## src/rtl/mc_ctrl_pkg.sv

```systemverilog
// Shared encodings for the multi-cycle MIPS main control: states, opcodes,
// ALU operation classes and the packed control word.
package mc_ctrl_pkg;

    typedef enum logic [3:0] {
        S_IDLE      = 4'd0,
        S_FETCH     = 4'd1,
        S_DECODE    = 4'd2,
        S_MEM_ADDR  = 4'd3,
        S_MEM_READ  = 4'd4,
        S_MEM_WB    = 4'd5,
        S_MEM_WRITE = 4'd6,
        S_EXECUTE   = 4'd7,
        S_R_WB      = 4'd8,
        S_BRANCH    = 4'd9,
        S_JUMP      = 4'd10,
        S_ADDI_EXEC = 4'd11,
        S_ADDI_WB   = 4'd12
    } state_t;

    localparam logic [5:0] OP_RTYPE = 6'b000000;
    localparam logic [5:0] OP_LW    = 6'b100011;
    localparam logic [5:0] OP_SW    = 6'b101011;
    localparam logic [5:0] OP_BEQ   = 6'b000100;
    localparam logic [5:0] OP_J     = 6'b000010;
    localparam logic [5:0] OP_ADDI  = 6'b001000;

    localparam logic [1:0] ALUOP_ADD   = 2'b00;
    localparam logic [1:0] ALUOP_SUB   = 2'b01;
    localparam logic [1:0] ALUOP_FUNCT = 2'b10;

    localparam logic [1:0] PCSRC_ALU    = 2'b00;
    localparam logic [1:0] PCSRC_ALUOUT = 2'b01;
    localparam logic [1:0] PCSRC_JUMP   = 2'b10;

    localparam logic [1:0] SRCB_B      = 2'b00;
    localparam logic [1:0] SRCB_FOUR   = 2'b01;
    localparam logic [1:0] SRCB_IMM    = 2'b10;
    localparam logic [1:0] SRCB_IMM_SH = 2'b11;

    typedef struct packed {
        logic       pc_write;
        logic       pc_write_cond;
        logic       i_or_d;
        logic       mem_read;
        logic       mem_write;
        logic       mem_to_reg;
        logic       ir_write;
        logic [1:0] pc_source;
        logic [1:0] alu_op;
        logic       alu_src_a;
        logic [1:0] alu_src_b;
        logic       reg_write;
        logic       reg_dst;
        logic       instr_done;
    } ctrl_t;

    function automatic logic op_legal(input logic [5:0] op);
        return (op == OP_RTYPE) || (op == OP_LW) || (op == OP_SW) ||
               (op == OP_BEQ)   || (op == OP_J)  || (op == OP_ADDI);
    endfunction

endpackage

```

## src/rtl/mc_ctrl_decode.sv

```systemverilog
// Control-word decode: maps current state and mem_ready to datapath controls.
// Latency: combinational, zero cycles.
// Backpressure: mem_ready only gates IR/PC load in FETCH and done in MEM_WRITE.
module mc_ctrl_decode
    import mc_ctrl_pkg::*;
(
    input  state_t state,
    input  logic   mem_ready,
    output ctrl_t  ctrl
);

    always_comb begin
        ctrl = '0;
        unique case (state)
            S_FETCH: begin
                ctrl.mem_read  = 1'b1;
                ctrl.alu_src_b = SRCB_FOUR;
                ctrl.alu_op    = ALUOP_ADD;
                ctrl.pc_source = PCSRC_ALU;
                ctrl.ir_write  = mem_ready;
                ctrl.pc_write  = mem_ready;
            end
            S_DECODE: begin
                ctrl.alu_src_b = SRCB_IMM_SH;
                ctrl.alu_op    = ALUOP_ADD;
            end
            S_MEM_ADDR, S_ADDI_EXEC: begin
                ctrl.alu_src_a = 1'b1;
                ctrl.alu_src_b = SRCB_IMM;
                ctrl.alu_op    = ALUOP_ADD;
            end
            S_MEM_READ: begin
                ctrl.mem_read = 1'b1;
                ctrl.i_or_d   = 1'b1;
            end
            S_MEM_WB: begin
                ctrl.mem_to_reg = 1'b1;
                ctrl.reg_write  = 1'b1;
                ctrl.instr_done = 1'b1;
            end
            S_MEM_WRITE: begin
                ctrl.mem_write  = 1'b1;
                ctrl.i_or_d     = 1'b1;
                ctrl.instr_done = mem_ready;
            end
            S_EXECUTE: begin
                ctrl.alu_src_a = 1'b1;
                ctrl.alu_src_b = SRCB_B;
                ctrl.alu_op    = ALUOP_FUNCT;
            end
            S_R_WB: begin
                ctrl.reg_dst    = 1'b1;
                ctrl.reg_write  = 1'b1;
                ctrl.instr_done = 1'b1;
            end
            S_BRANCH: begin
                ctrl.alu_src_a     = 1'b1;
                ctrl.alu_src_b     = SRCB_B;
                ctrl.alu_op        = ALUOP_SUB;
                ctrl.pc_write_cond = 1'b1;
                ctrl.pc_source     = PCSRC_ALUOUT;
                ctrl.instr_done    = 1'b1;
            end
            S_JUMP: begin
                ctrl.pc_write   = 1'b1;
                ctrl.pc_source  = PCSRC_JUMP;
                ctrl.instr_done = 1'b1;
            end
            S_ADDI_WB: begin
                ctrl.reg_write  = 1'b1;
                ctrl.instr_done = 1'b1;
            end
            default: ctrl = '0;
        endcase
    end

endmodule

```

## src/rtl/mc_main_control.sv

```systemverilog
// Multi-cycle MIPS main control FSM: sequences fetch/decode/execute/mem/wb.
// Latency: lw 5, sw 4, R 4, addi 4, beq 3, j 3 cycles with memory ready.
// Backpressure: FETCH, MEM_READ and MEM_WRITE hold while mem_ready is low.
module mc_main_control
    import mc_ctrl_pkg::*;
#(
    parameter int OPC_W = 6,
    parameter int ST_W  = 4
) (
    input  logic             clk,
    input  logic             rst,
    input  logic [OPC_W-1:0] opcode,
    input  logic             mem_ready,
    output logic             pc_write,
    output logic             pc_write_cond,
    output logic             i_or_d,
    output logic             mem_read,
    output logic             mem_write,
    output logic             mem_to_reg,
    output logic             ir_write,
    output logic [1:0]       pc_source,
    output logic [1:0]       alu_op,
    output logic             alu_src_a,
    output logic [1:0]       alu_src_b,
    output logic             reg_write,
    output logic             reg_dst,
    output logic             instr_done,
    output logic             illegal_op,
    output logic [ST_W-1:0]  state
);

    state_t state_q;
    ctrl_t  ctrl;

    mc_ctrl_decode u_decode (
        .state     (state_q),
        .mem_ready (mem_ready),
        .ctrl      (ctrl)
    );

    always_ff @(posedge clk) begin
        if (rst) begin
            state_q <= S_IDLE;
        end else begin
            case (state_q)
                S_IDLE:   state_q <= S_FETCH;
                S_FETCH:  state_q <= mem_ready ? S_DECODE : S_FETCH;
                S_DECODE: begin
                    case (opcode)
                        OP_LW, OP_SW: state_q <= S_MEM_ADDR;
                        OP_RTYPE:     state_q <= S_EXECUTE;
                        OP_BEQ:       state_q <= S_BRANCH;
                        OP_J:         state_q <= S_JUMP;
                        OP_ADDI:      state_q <= S_ADDI_EXEC;
                        default:      state_q <= S_FETCH;
                    endcase
                end
                // IR holds the opcode here, so only lw/sw can reach this state.
                S_MEM_ADDR:  state_q <= (opcode == OP_LW) ? S_MEM_READ :
                                        (opcode == OP_SW) ? S_MEM_WRITE : S_FETCH;
                S_MEM_READ:  state_q <= mem_ready ? S_MEM_WB : S_MEM_READ;
                S_MEM_WRITE: state_q <= mem_ready ? S_FETCH : S_MEM_WRITE;
                S_EXECUTE:   state_q <= S_R_WB;
                S_ADDI_EXEC: state_q <= S_ADDI_WB;
                default:     state_q <= S_FETCH;
            endcase
        end
    end

    assign pc_write      = ctrl.pc_write;
    assign pc_write_cond = ctrl.pc_write_cond;
    assign i_or_d        = ctrl.i_or_d;
    assign mem_read      = ctrl.mem_read;
    assign mem_write     = ctrl.mem_write;
    assign mem_to_reg    = ctrl.mem_to_reg;
    assign ir_write      = ctrl.ir_write;
    assign pc_source     = ctrl.pc_source;
    assign alu_op        = ctrl.alu_op;
    assign alu_src_a     = ctrl.alu_src_a;
    assign alu_src_b     = ctrl.alu_src_b;
    assign reg_write     = ctrl.reg_write;
    assign reg_dst       = ctrl.reg_dst;
    assign instr_done    = ctrl.instr_done;
    assign illegal_op    = (state_q == S_DECODE) && !op_legal(6'(opcode));
    assign state         = ST_W'(state_q);

endmodule

```

## config.mk

```make
export PLATFORM = sky130hd
export DESIGN_NAME = mc_main_control
export DESIGN_NICKNAME = d
export VERILOG_FILES = /design/src/rtl/mc_ctrl_pkg.sv /design/src/rtl/mc_ctrl_decode.sv /design/src/rtl/mc_main_control.sv
export SDC_FILE = /design/constraint.sdc
export NUM_CORES = 1
export LEC_CHECK = 0
export CAP_MARGIN = 10
export CORE_UTILIZATION = 36
export CTS_CLUSTER_DIAMETER = 40
export DETAILED_ROUTE_END_ITERATION = 7
export PLACE_DENSITY = 0.84
export SLEW_MARGIN = 20
export SYNTH_ARGS = -nofsm -noshare
export SYNTH_HDL_FRONTEND = slang
export SYNTH_HIERARCHICAL = 1
export SYNTH_SLANG_ARGS = --single-unit
export TNS_END_PERCENT = 5
```

## constraint.sdc

```tcl
create_clock -name clk -period 1.3 [get_ports clk]
set_input_delay 0.13 -clock clk [delete_from_list [all_inputs] [get_ports clk]]
set_output_delay 0.13 -clock clk [all_outputs]
set_load 0.005 [all_outputs]
```

## Word level (Yosys, flattened, before mapping)

Index checks and enable logic that the tools add are counted.

| word-level totals | value |
|---|---|
| register bits after elaboration | 4 |
| bits of input ports | 9 |
| output and inout bits | 22 |
| word-level logic and storage cells | 54 |

| operators by class | value |
|---|---|
| equal/unequal tests | 17 |
| multiplexer cells | 21 |
| reduce and logical (&&, ||, !) cells | 15 |

Operators with widths:

| operator | number |
|---|---|
| one-hot mux 4 bit (7 select lines) | 1 |
| == test 4 bit, second input constant | 5 |
| one-hot mux 4 bit (5 select lines) | 1 |
| == test 4 x 3 -> 1 bit, second input constant | 4 |
| == test 6 bit, second input constant | 2 |
| two-way mux 1 bit | 10 |
| two-way mux 3 bit | 3 |
| == test 4 x 2 -> 1 bit, second input constant | 2 |
| one-hot mux 2 bit (2 select lines) | 2 |
| OR reduction 2 bit | 4 |
| == test 6 x 2 -> 1 bit, second input constant | 1 |
| == test 6 x 3 -> 1 bit, second input constant | 1 |
| == test 6 x 4 -> 1 bit, second input constant | 1 |
| zero test 6 bit | 1 |
| one-hot mux 2 bit (3 select lines) | 1 |
| logical OR 1 bit | 5 |
| OR reduction 5 bit | 1 |
| == test 4 x 1 -> 1 bit, second input constant | 1 |
| one-hot mux 1 bit (2 select lines) | 2 |
| OR reduction 4 bit | 1 |
| OR reduction 3 bit | 1 |
| two-way mux 2 bit | 1 |
| logical AND 1 bit | 1 |
| zero test 1 bit | 1 |

## Logic depth before layout (Yosys ltp)

Gate-level depths: netlist (run 1).

| depth | value |
|---|---|
| depth in word-level cells | 8 |
| depth in mapped cells | 5 |
| mapped depth without buffers | 4 |

## Cells and area by module

Netlist (run 1), hierarchy kept.

Modules (own cells, without submodules):

| module | instances | cells each | area each (sq um) | sequential area each (sq um) |
|---|---|---|---|---|
| mc_main_control | 1 | 57 | 422.9 | 80.1 |
| mc_ctrl_decode | 1 | 37 | 235.2 | 0.0 |

## Worst setup path after synthesis (run 1)

Ideal clock, no wire load.

| path | value |
|---|---|
| path kind | register to register |
| start point | register state_q[0] (netlist: state[0]) |
| end point | register state_q[0] (netlist: state[0]) |
| setup time | 0.057 ns |
| arrival | 1.224 ns |
| data required time | 1.243 ns |
| setup slack | 0.019 ns |
| cell stages (with the launch flop) | 6 |
| path buffers | 1 |
| period minus slack after synthesis | 1.281 ns |
| cells stage by stage | dfxtp_1 -> buf_2 -> nand2_1 -> a2111o_1 -> a31oi_1 -> a21o_1 |

| between the ends | value |
|---|---|
| longest elaborated chain between the ends | 2 |
| elaborated cells between the ends (all ways) | 8 |
| those cells by class | 7 x eq/ne; 1 x mux |

Ends and longest elaborated chain:

| element | RTL line | RTL |
|---|---|---|
| from (decl) | mc_main_control.sv:32 | `state_t state_q;` |
| from (signal assigned) | mc_main_control.sv:47 | `S_FETCH: state_q <= mem_ready ? S_DECODE : S_FETCH;` |
| from (signal assigned) | mc_main_control.sv:59 | `S_MEM_ADDR: state_q <= (opcode == OP_LW) ? S_MEM_READ :` |
| from (signal assigned) | mc_main_control.sv:61 | `S_MEM_READ: state_q <= mem_ready ? S_MEM_WB : S_MEM_READ;` |
| == test 4 bit, or another cell as far along | mc_main_control.sv:45 | `case (state_q)` |
| one-hot mux 4 bit (7 select lines) * | mc_main_control.sv:45 |  |

Every way passes the cells marked *; elsewhere a longest branch is shown, timed or not.
A chain may end at the register's enable or synchronous reset.

## Worst setup path in the final report (run 1)

| path | value |
|---|---|
| start point | register state_q[2] (netlist: state[2]) |
| end point | register state_q[1] (netlist: state[1]) |

Same word-level chain as after synthesis.

==> flow_metrics.env, run 1 <==
export IMPL_status="complete, but fails checks"
export IMPL_failed_checks="setup timing"
export IMPL_cap_violations=0
export IMPL_finalCriticalPeriod_ps=1420
export IMPL_crit_fanout=11
export IMPL_wire_per_inst_um=14.0
export IMPL_vdd_drop_max_uv=421
export IMPL_largest_reg_flops=4
export IMPL_grt_max_degree=12
export IMPL_ys_warn_count=6
export IMPL_whs_ps=620
export IMPL_syn_to_final_growth_pct=108
export IMPL_fmax_ghz=0.703
export IMPL_cts_inserted_buffers=3
export IMPL_dpl_cell_area_um2=1160
export IMPL_finalHoldViolations=0
export IMPL_drt_iter0_drc=38
export IMPL_antenna_found_initial=0
export IMPL_ys_seq_elements=4
export IMPL_cts_tree="yes"
export IMPL_drc=0
export IMPL_timing_rr_start="state[2]"
export IMPL_grt_pass1_vias=915
export IMPL_post_route_period_util=1.09
export IMPL_die_w_um=44.8
export IMPL_drive_gt1_frac=0.585
export IMPL_finalWeightedCongestion=0.878
export IMPL_crit_path_start_kind="flip-flop"
export IMPL_endpoint_kind="flip-flop"
export IMPL_ctsHoldBuffers=0
export IMPL_relSlewSlack=0.833
export IMPL_dr_total_vias=991
export IMPL_postSynthCellCount=94
export IMPL_num_antenna_cells=0
export IMPL_finalSetupViolCount=12
export IMPL_cp_required_ps=1450
export IMPL_port_buffers=30
export IMPL_min_delay_path_class="primary input to flip-flop"
export IMPL_path_class="flip-flop to flip-flop"
export IMPL_dieArea_um2=2000
export IMPL_vias_per_cell=5.39
export IMPL_hp_start="rst"
export IMPL_cts_num_sinks=4
export IMPL_dp_cells=170
export IMPL_clock_path_buffers=2
export IMPL_routed_wirelength_um=2580
export IMPL_slew_violations=0
export IMPL_finalClockSkew_ps=2.70
export IMPL_yosysUniqueCellTypes=38
export IMPL_synth_avg_cell_area_um2=7.00
export IMPL_htree_num_levels=1
export IMPL_ant_nets=0
export IMPL_dr_pass1_iters=4
export IMPL_power_density_cell_area_nw_per_um2=537
export IMPL_ys_seq_area_frac=0.122
export IMPL_grt_overflow=0
export IMPL_pin_count=31
export IMPL_die_y_um=44.8
export IMPL_track_usage=0.246
export IMPL_core_area_um2=1730
export IMPL_dp_slack_ps=-365
export IMPL_start_util=0.381
export IMPL_max_slew_worst_pin_slew_ps=248
export IMPL_root_buffer="clkbuf_4"
export IMPL_instances_no_fill=184
export IMPL_startpoint="state[2]"
export IMPL_fin_ws_ps=-123
export IMPL_nNetsFinal=170
export IMPL_dp_hpwl_um=1700
export IMPL_rsz0062_at_grt="yes"
export IMPL_p_leak_nw=0.640
export IMPL_cp_arrival_ps=1570
export IMPL_cts_clk_slew_worst_paths_ps=40
export IMPL_synth_area_um2=658
export IMPL_clk_insertion_delay_late_ps=230
export IMPL_num_rows=15
export IMPL_grt_pass1_wl_um=3680
export IMPL_final_area_um2=1370
export IMPL_final_common_cell="buf_4"
export IMPL_final_cell_mix="buf_4 (32), buf_2 (13), buf_6 (11)"
export IMPL_syn_nets=103
logic make-up after synthesis:
logic type	share of synthesized area
AO/OA/AOI/OAI	0.306
XOR/XNOR	0.0266
buffers and inverters	0.106
flip-flops	0.122
AND/OR/NAND/NOR	0.439
critical path, cell delays in order (launching register included):
cell and delay, ps:
dfxtp_4 430, buf_4 210, nor3b_4 210, a311oi_1 80, a211o_1 270, a21oi_1 130
per-stage QoR:
stage | setup TNS (ps) | total power, W | utilization
after floorplan | 0 | 0.000301 | -
after global placement | -4790 | 0.000468 | 0.672
after detailed placement | -5490 | 0.000482 | 0.672
after CTS | -1470 | 0.000680 | 0.746
after global routing | -1450 | 0.000771 | 0.794
final | -804 | 0.000737 | 0.794
repair_timing:
item                                    4_1_cts  5_1_grt
gates resized for setup                      83       26
hold endpoints to repair                      0        0
endpoints found under the setup margin       25       20
setup buffers                                 7        4
pin swaps                                     7       10
Yosys cell counts, drive strengths merged:
| master | n | area [µm²] |
|---|---|---|
| nor2 | 11 | 43.8 |
| nor2b | 4 | 25.0 |
| and4bb | 1 | 12.5 |
| nor3b | 4 | 40.0 |
| dfxtp | 4 | 80.1 |
| a31oi | 2 | 12.5 |
| a21boi | 2 | 15.0 |
| a2111o | 1 | 11.3 |
| nand2b | 5 | 31.3 |
| nor4b | 1 | 15.0 |
| nand3b | 2 | 15.0 |
| xor2 | 1 | 8.76 |
| nor3 | 4 | 20.0 |
| a211oi | 2 | 15.0 |
| and3 | 3 | 23.8 |
| a211o | 1 | 8.76 |
| and2b | 1 | 7.51 |
| o21ai | 8 | 40.0 |
| inv | 2 | 7.50 |
| o2111ai | 1 | 8.76 |
| nand4b | 2 | 17.5 |
| a21o | 2 | 16.3 |
| nand2 | 4 | 15.0 |
| nand3 | 2 | 10.0 |
| a311oi | 2 | 17.5 |
| nor4 | 1 | 12.5 |
| a21oi | 9 | 48.8 |
| buf | 10 | 62.6 |
| xnor2 | 1 | 8.76 |
| o211ai | 1 | 7.51 |
layer usage:
metal / track usage / up-vias / routed length (µm) / share of wire
met5: 0 / - / 0 / 0
met4: 0.0909 / 0 / 34 / 0.013
met3: 0.00400 / 5 / 124 / 0.048
met2: 0.515 / 46 / 1440 / 0.56
met1: 0.253 / 465 / 981 / 0.38
li1: - / 475 / - / -
final cells by class:
class	count	area, µm²
Clock buffer	3	22.5
Fill cell	119	355
Inverter	2	7.51
Timing Repair Buffer	72	582
Sequential cell	4	95.1
Tap cell	25	31.3
Multi-Input combinational cell	78	633
worst paths after layout:
check / to / slack, ps / cells past startpoint
hold / removal: state[3] / 620 / 3
hold reg to reg: state[3] / 760 / 3
setup reg to reg: state[1] / -120 / 5
setup / recovery: state[1] / -120 / 5
power by group:
group / internal [W] / total, W / switching (W)
sequential: 0.000128 / 0.000145 / 0.0000167
combinational: 0.000248 / 0.000439 / 0.000191
clock: 0.000103 / 0.000153 / 0.0000501
Power figures use the tool's default switching activity.
==> run 2: changes to the inputs <==
SKIP_CTS_REPAIR_TIMING = 1   (was unset)
==> flow_metrics.env, run 2 (synthesis gave the netlist of run 1 again) <==
export IMPL_status="complete, but fails checks"
export IMPL_failed_checks="setup timing"
export IMPL_fin_ws_ps=-263
export IMPL_root_buffer="clkbuf_4"
export IMPL_start_util=0.381
export IMPL_num_rows=15
export IMPL_num_antenna_cells=0
export IMPL_routed_top_layer="met4"
export IMPL_finalCriticalPeriod_ps=1560
export IMPL_dp_hpwl_um=1700
export IMPL_grt_pass1_vias=841
export IMPL_cts_tree="yes"
export IMPL_slew_violations=0
export IMPL_finalHoldViolations=0
export IMPL_cp_top_family="buffers and inverters"
export IMPL_min_delay_path_class="primary input to flip-flop"
export IMPL_finalWeightedCongestion=0.878
export IMPL_core_area_um2=1730
export IMPL_die_y_um=44.8
export IMPL_cp_required_ps=1170
export IMPL_whs_ps=604
export IMPL_slowest_delay_ps=500
export IMPL_reg2regPathDepth=6
export IMPL_cts_clk_slew_worst_paths_ps=40
export IMPL_clock_path_buffers=2
export IMPL_route_met3_wl_um=97
export IMPL_syn_to_final_growth_pct=97.0
export IMPL_power_density_cell_area_nw_per_um2=521
export IMPL_crit_fanout=9
export IMPL_ff2ff_setup_slack_ps=-140
export IMPL_grt_overflow=0
export IMPL_setup_tns_ps=-1360
export IMPL_clk_insertion_delay_late_ps=240
export IMPL_grt_max_degree=12
export IMPL_antenna_found_initial=0
export IMPL_htree_num_levels=1
export IMPL_finalClockSkew_ps=8.46
export IMPL_drt_iter0_drc=15
export IMPL_largest_reg_flops=4
export IMPL_track_usage=0.213
export IMPL_dieArea_um2=2000
export IMPL_vias_per_cell=5.46
export IMPL_drc=0
export IMPL_cts_num_sinks=4
export IMPL_hp_start="rst"
export IMPL_die_w_um=44.8
export IMPL_seqCellArea_um2=95.1
export IMPL_ant_nets=0
export IMPL_worstPathCellList="nand2b_1, nor2_1, clkdlybuf4s50_1"
export IMPL_dr_total_vias=955
export IMPL_routed_wirelength_um=2380
export IMPL_wl_met2_um=1290
export IMPL_fillers=136
export IMPL_cts_inserted_buffers=3
export IMPL_path_class="flip-flop to primary output"
export IMPL_wire_per_inst_um=13.6
export IMPL_pin_count=31
export IMPL_nNetsFinal=161
export IMPL_p_leak_nw=0.720
export IMPL_port_buffers=30
export IMPL_finalSetupViolCount=12
export IMPL_rsz0062_at_grt="yes"
export IMPL_dp_slack_ps=-365
export IMPL_r2r_end="state[0]"
export IMPL_crit_path_start_kind="flip-flop"
export IMPL_cap_violations=0
export IMPL_drt_met1_wl_um=923
export IMPL_final_common_cell="buf_4"
export IMPL_vdd_drop_max_uv=460
export IMPL_holdPathEnd="state[3]"
export IMPL_endpoint_kind="primary output"
export IMPL_timing_rr_start="state[1]"
export IMPL_dr_pass1_iters=4
export IMPL_post_route_period_util=1.20
export IMPL_grt_pass1_wl_um=3230
export IMPL_final_cell_mix="buf_4 (31), clkdlybuf4s50_1 (11), dlymetal6s2s_1 (11)"
export IMPL_cp_arrival_ps=1430
export IMPL_final_util=0.751
export IMPL_multi_input_area_um2=584
export IMPL_hold_path_depth=3
export IMPL_slowest_stage="clkdlybuf4s50_1"
export IMPL_p_total_w=0.000676
export IMPL_path_buf_inv=1
export IMPL_relSlewSlack=0.826
export IMPL_max_slew_worst_pin_slew_ps=259
export IMPL_drive_gt1_frac=0.460
export IMPL_fmax_ghz=0.640
-- run 2: stage by stage --
stage	std cells	cell area (µm²)
after global routing	175	1300
final	175	1300
after CTS	173	1180
after global placement	170	1160
after detailed placement	170	1160
after floorplan	94	658
-- run 2: cell type report --
type                            instances  share of cell area
Timing Repair Buffer                   63               0.429
Sequential cell                         4              0.0734
Multi-Input combinational cell         78               0.451
Clock buffer                            3              0.0174
Inverter                                2             0.00579
Tap cell                               25              0.0241
-- run 2: worst max-delay path by stage --
| stage | startpoint | endpoint | slack (ps) | cells after the start |
|---|---|---|---|---|
| 2_1_floorplan | state[0] | state[0] | 20 | 5 |
| 3_3_place_gp | opcode[1] | illegal_op | -330 | 5 |
| 3_5_place_dp | opcode[5] | illegal_op | -370 | 5 |
| 4_1_cts | state[2] | alu_op[0] | -550 | 4 |
| 5_1_grt | state[3] | i_or_d | -290 | 3 |
| 6_report | state[3] | i_or_d | -260 | 3 |
-- run 2: metal layers --
layer | global-route usage | up-vias
met5 | 0 | -
met4 | 0.0909 | 0
met3 | 0.00400 | 9
met2 | 0.450 | 35
met1 | 0.210 | 450
li1 | - | 461
-- run 2: where the power goes --
part,switching (W),total [W],leakage (nW),internal [W]
Clock,0.0000566,0.000160,0.0138,0.000104
Combinational,0.000164,0.000369,0.671,0.000205
Sequential,0.0000184,0.000146,0.0355,0.000128
-- run 2: tightest hold or removal path, cell delays in order --
cell and delay, ps:
clkdlybuf4s50_1 510, nand3b_1 120, a21oi_1 40
==> RTL edit, RTL diff (flow settings as in run 1) <==
Reset style: asynchronous (`rst`), changed in one clocked block.
--- a/src/rtl/mc_main_control.sv
+++ b/src/rtl/mc_main_control.sv
@@ -40,3 +40,3 @@
 
-    always_ff @(posedge clk) begin
+    always_ff @(posedge clk or posedge rst) begin
         if (rst) begin
Behaviour: differs if rst is asserted again (counterexample within 4 cycles, from zero or initial values and one cycle with rst high); with rst held inactive, the same outputs for 10 cycles.
==> RTL edit against run 1 <==
  * The run ends with DRC, setup timing left
  * Final cell count fell by 13%
  * Cell area is 9.7% lower
  * Register-to-register slack lost 97 ps
  * Hold slack got worse by 560 ps
  * Routed wire length fell by 12%
  * Worst setup slack got worse by 230 ps
  * Synthesized cell count down 9.6%
  * Area after synthesis down 5.5%
  * Non-clock buffer count shrank 8
  * First-iteration DRC count down 55%
  * Fmax is 14% lower
  * Sequential cell count unchanged
  * Largest cell class unchanged
  * Highest routed layer unchanged
Power is not compared: it rests on default switching activity, and its combinational part moved more than twofold at a synthesized area within 25%.
==> RTL edit: results (changes against run 1) <==
[worst_setup_path] R2R Path End state[0]
[synth] Synth Net Count 94 [-8.7%]
[route] initial detailed-routing violation count 17 [-55%]
[status] status finished, violations left
[place] routability cong. 0.820 [-6.6%]
[synth] asr flop ratio synth 100% [+100 points]
[sta] # setup viols final 22 [+10]
[layout] number of nets at the end of the flow 156 [-8.2%]
[worst_setup_path] worst setup path endpoint illegal_op
[synth] proportion of netlist area held by the largest area contributor 16.1% [+3.9 points]
[layout] fraction of final layout cells with drive strength greater than 1 58.6% [+0.13 points]
[worst_setup_path] startpoint of the most critical register-to-register path state[2]
[place] HPWL after detailed placement 1.36 mm [-20%]
[sta] Final WS setup -351 ps [-228 ps]
[route] routed via count 857 [-14%]
[worst_setup_path] largest fanout on the critical path 3 [-8]
[route] DR DRC count 10 [+10]
[synth] fraction of the yosys area taken by sequential cells 16.1% [+3.9 points]
[place] instance area at placement 0.00105 mm2 [-9.1%]
[layout] cell area after layout 0.00124 mm2 [-9.7%]
[route] Avg Vias per Cell 5.32 [-1.2%]
[synth] top cells by area in the synthesized netlist sky130_fd_sc_hd__dfrtp_1 16%, sky130_fd_sc_hd__nand2b_1 6.0%, sky130_fd_sc_hd__nor2_1 5.4%
[sta] Worst slew margin 79.8% [-3.5 points]
[status] violations in the final reports DRC, setup timing
[worst_setup_path] reg2reg path depth 7 [+2]
[floorplanning] number of cell rows 14 [-1]
==> RTL edit: kinds of logic (layout without fill, tap and decap cells) <==
group / Yosys count / after routing / synth area share, %
flip-flops: 4 / 4 / 16.1
multiplexers: 1 / 1 / 1.61
XOR/XNOR: 3 / 3 / 4.23
buffers and inverters: 9 / 69 / 9.46
AND/OR/NAND/NOR: 46 / 46 / 45.7
AO/OA/AOI/OAI: 22 / 22 / 22.9
==> RTL edit: timing repair <==
| item | 4_1_cts | 5_1_grt |
|---|---|---|
| endpoints found under the setup margin | 25 | 25 |
| pin swaps | 11 | 15 |
| gates resized for setup | 95 | 21 |
| setup buffers | 12 | 1 |
==> RTL edit: routing by layer <==
layer | vias up | global-route usage, % | wire length, um | part of all wire, %
met2 | 35 | 49.9 | 1200 | 53
met3 | 5 | 3.33 | 127 | 5.6
li1 | 435 | - | - | -
met4 | 0 | 14.4 | 54 | 2.4
met5 | - | 0 | 0 | 0
met1 | 382 | 27.5 | 875 | 39
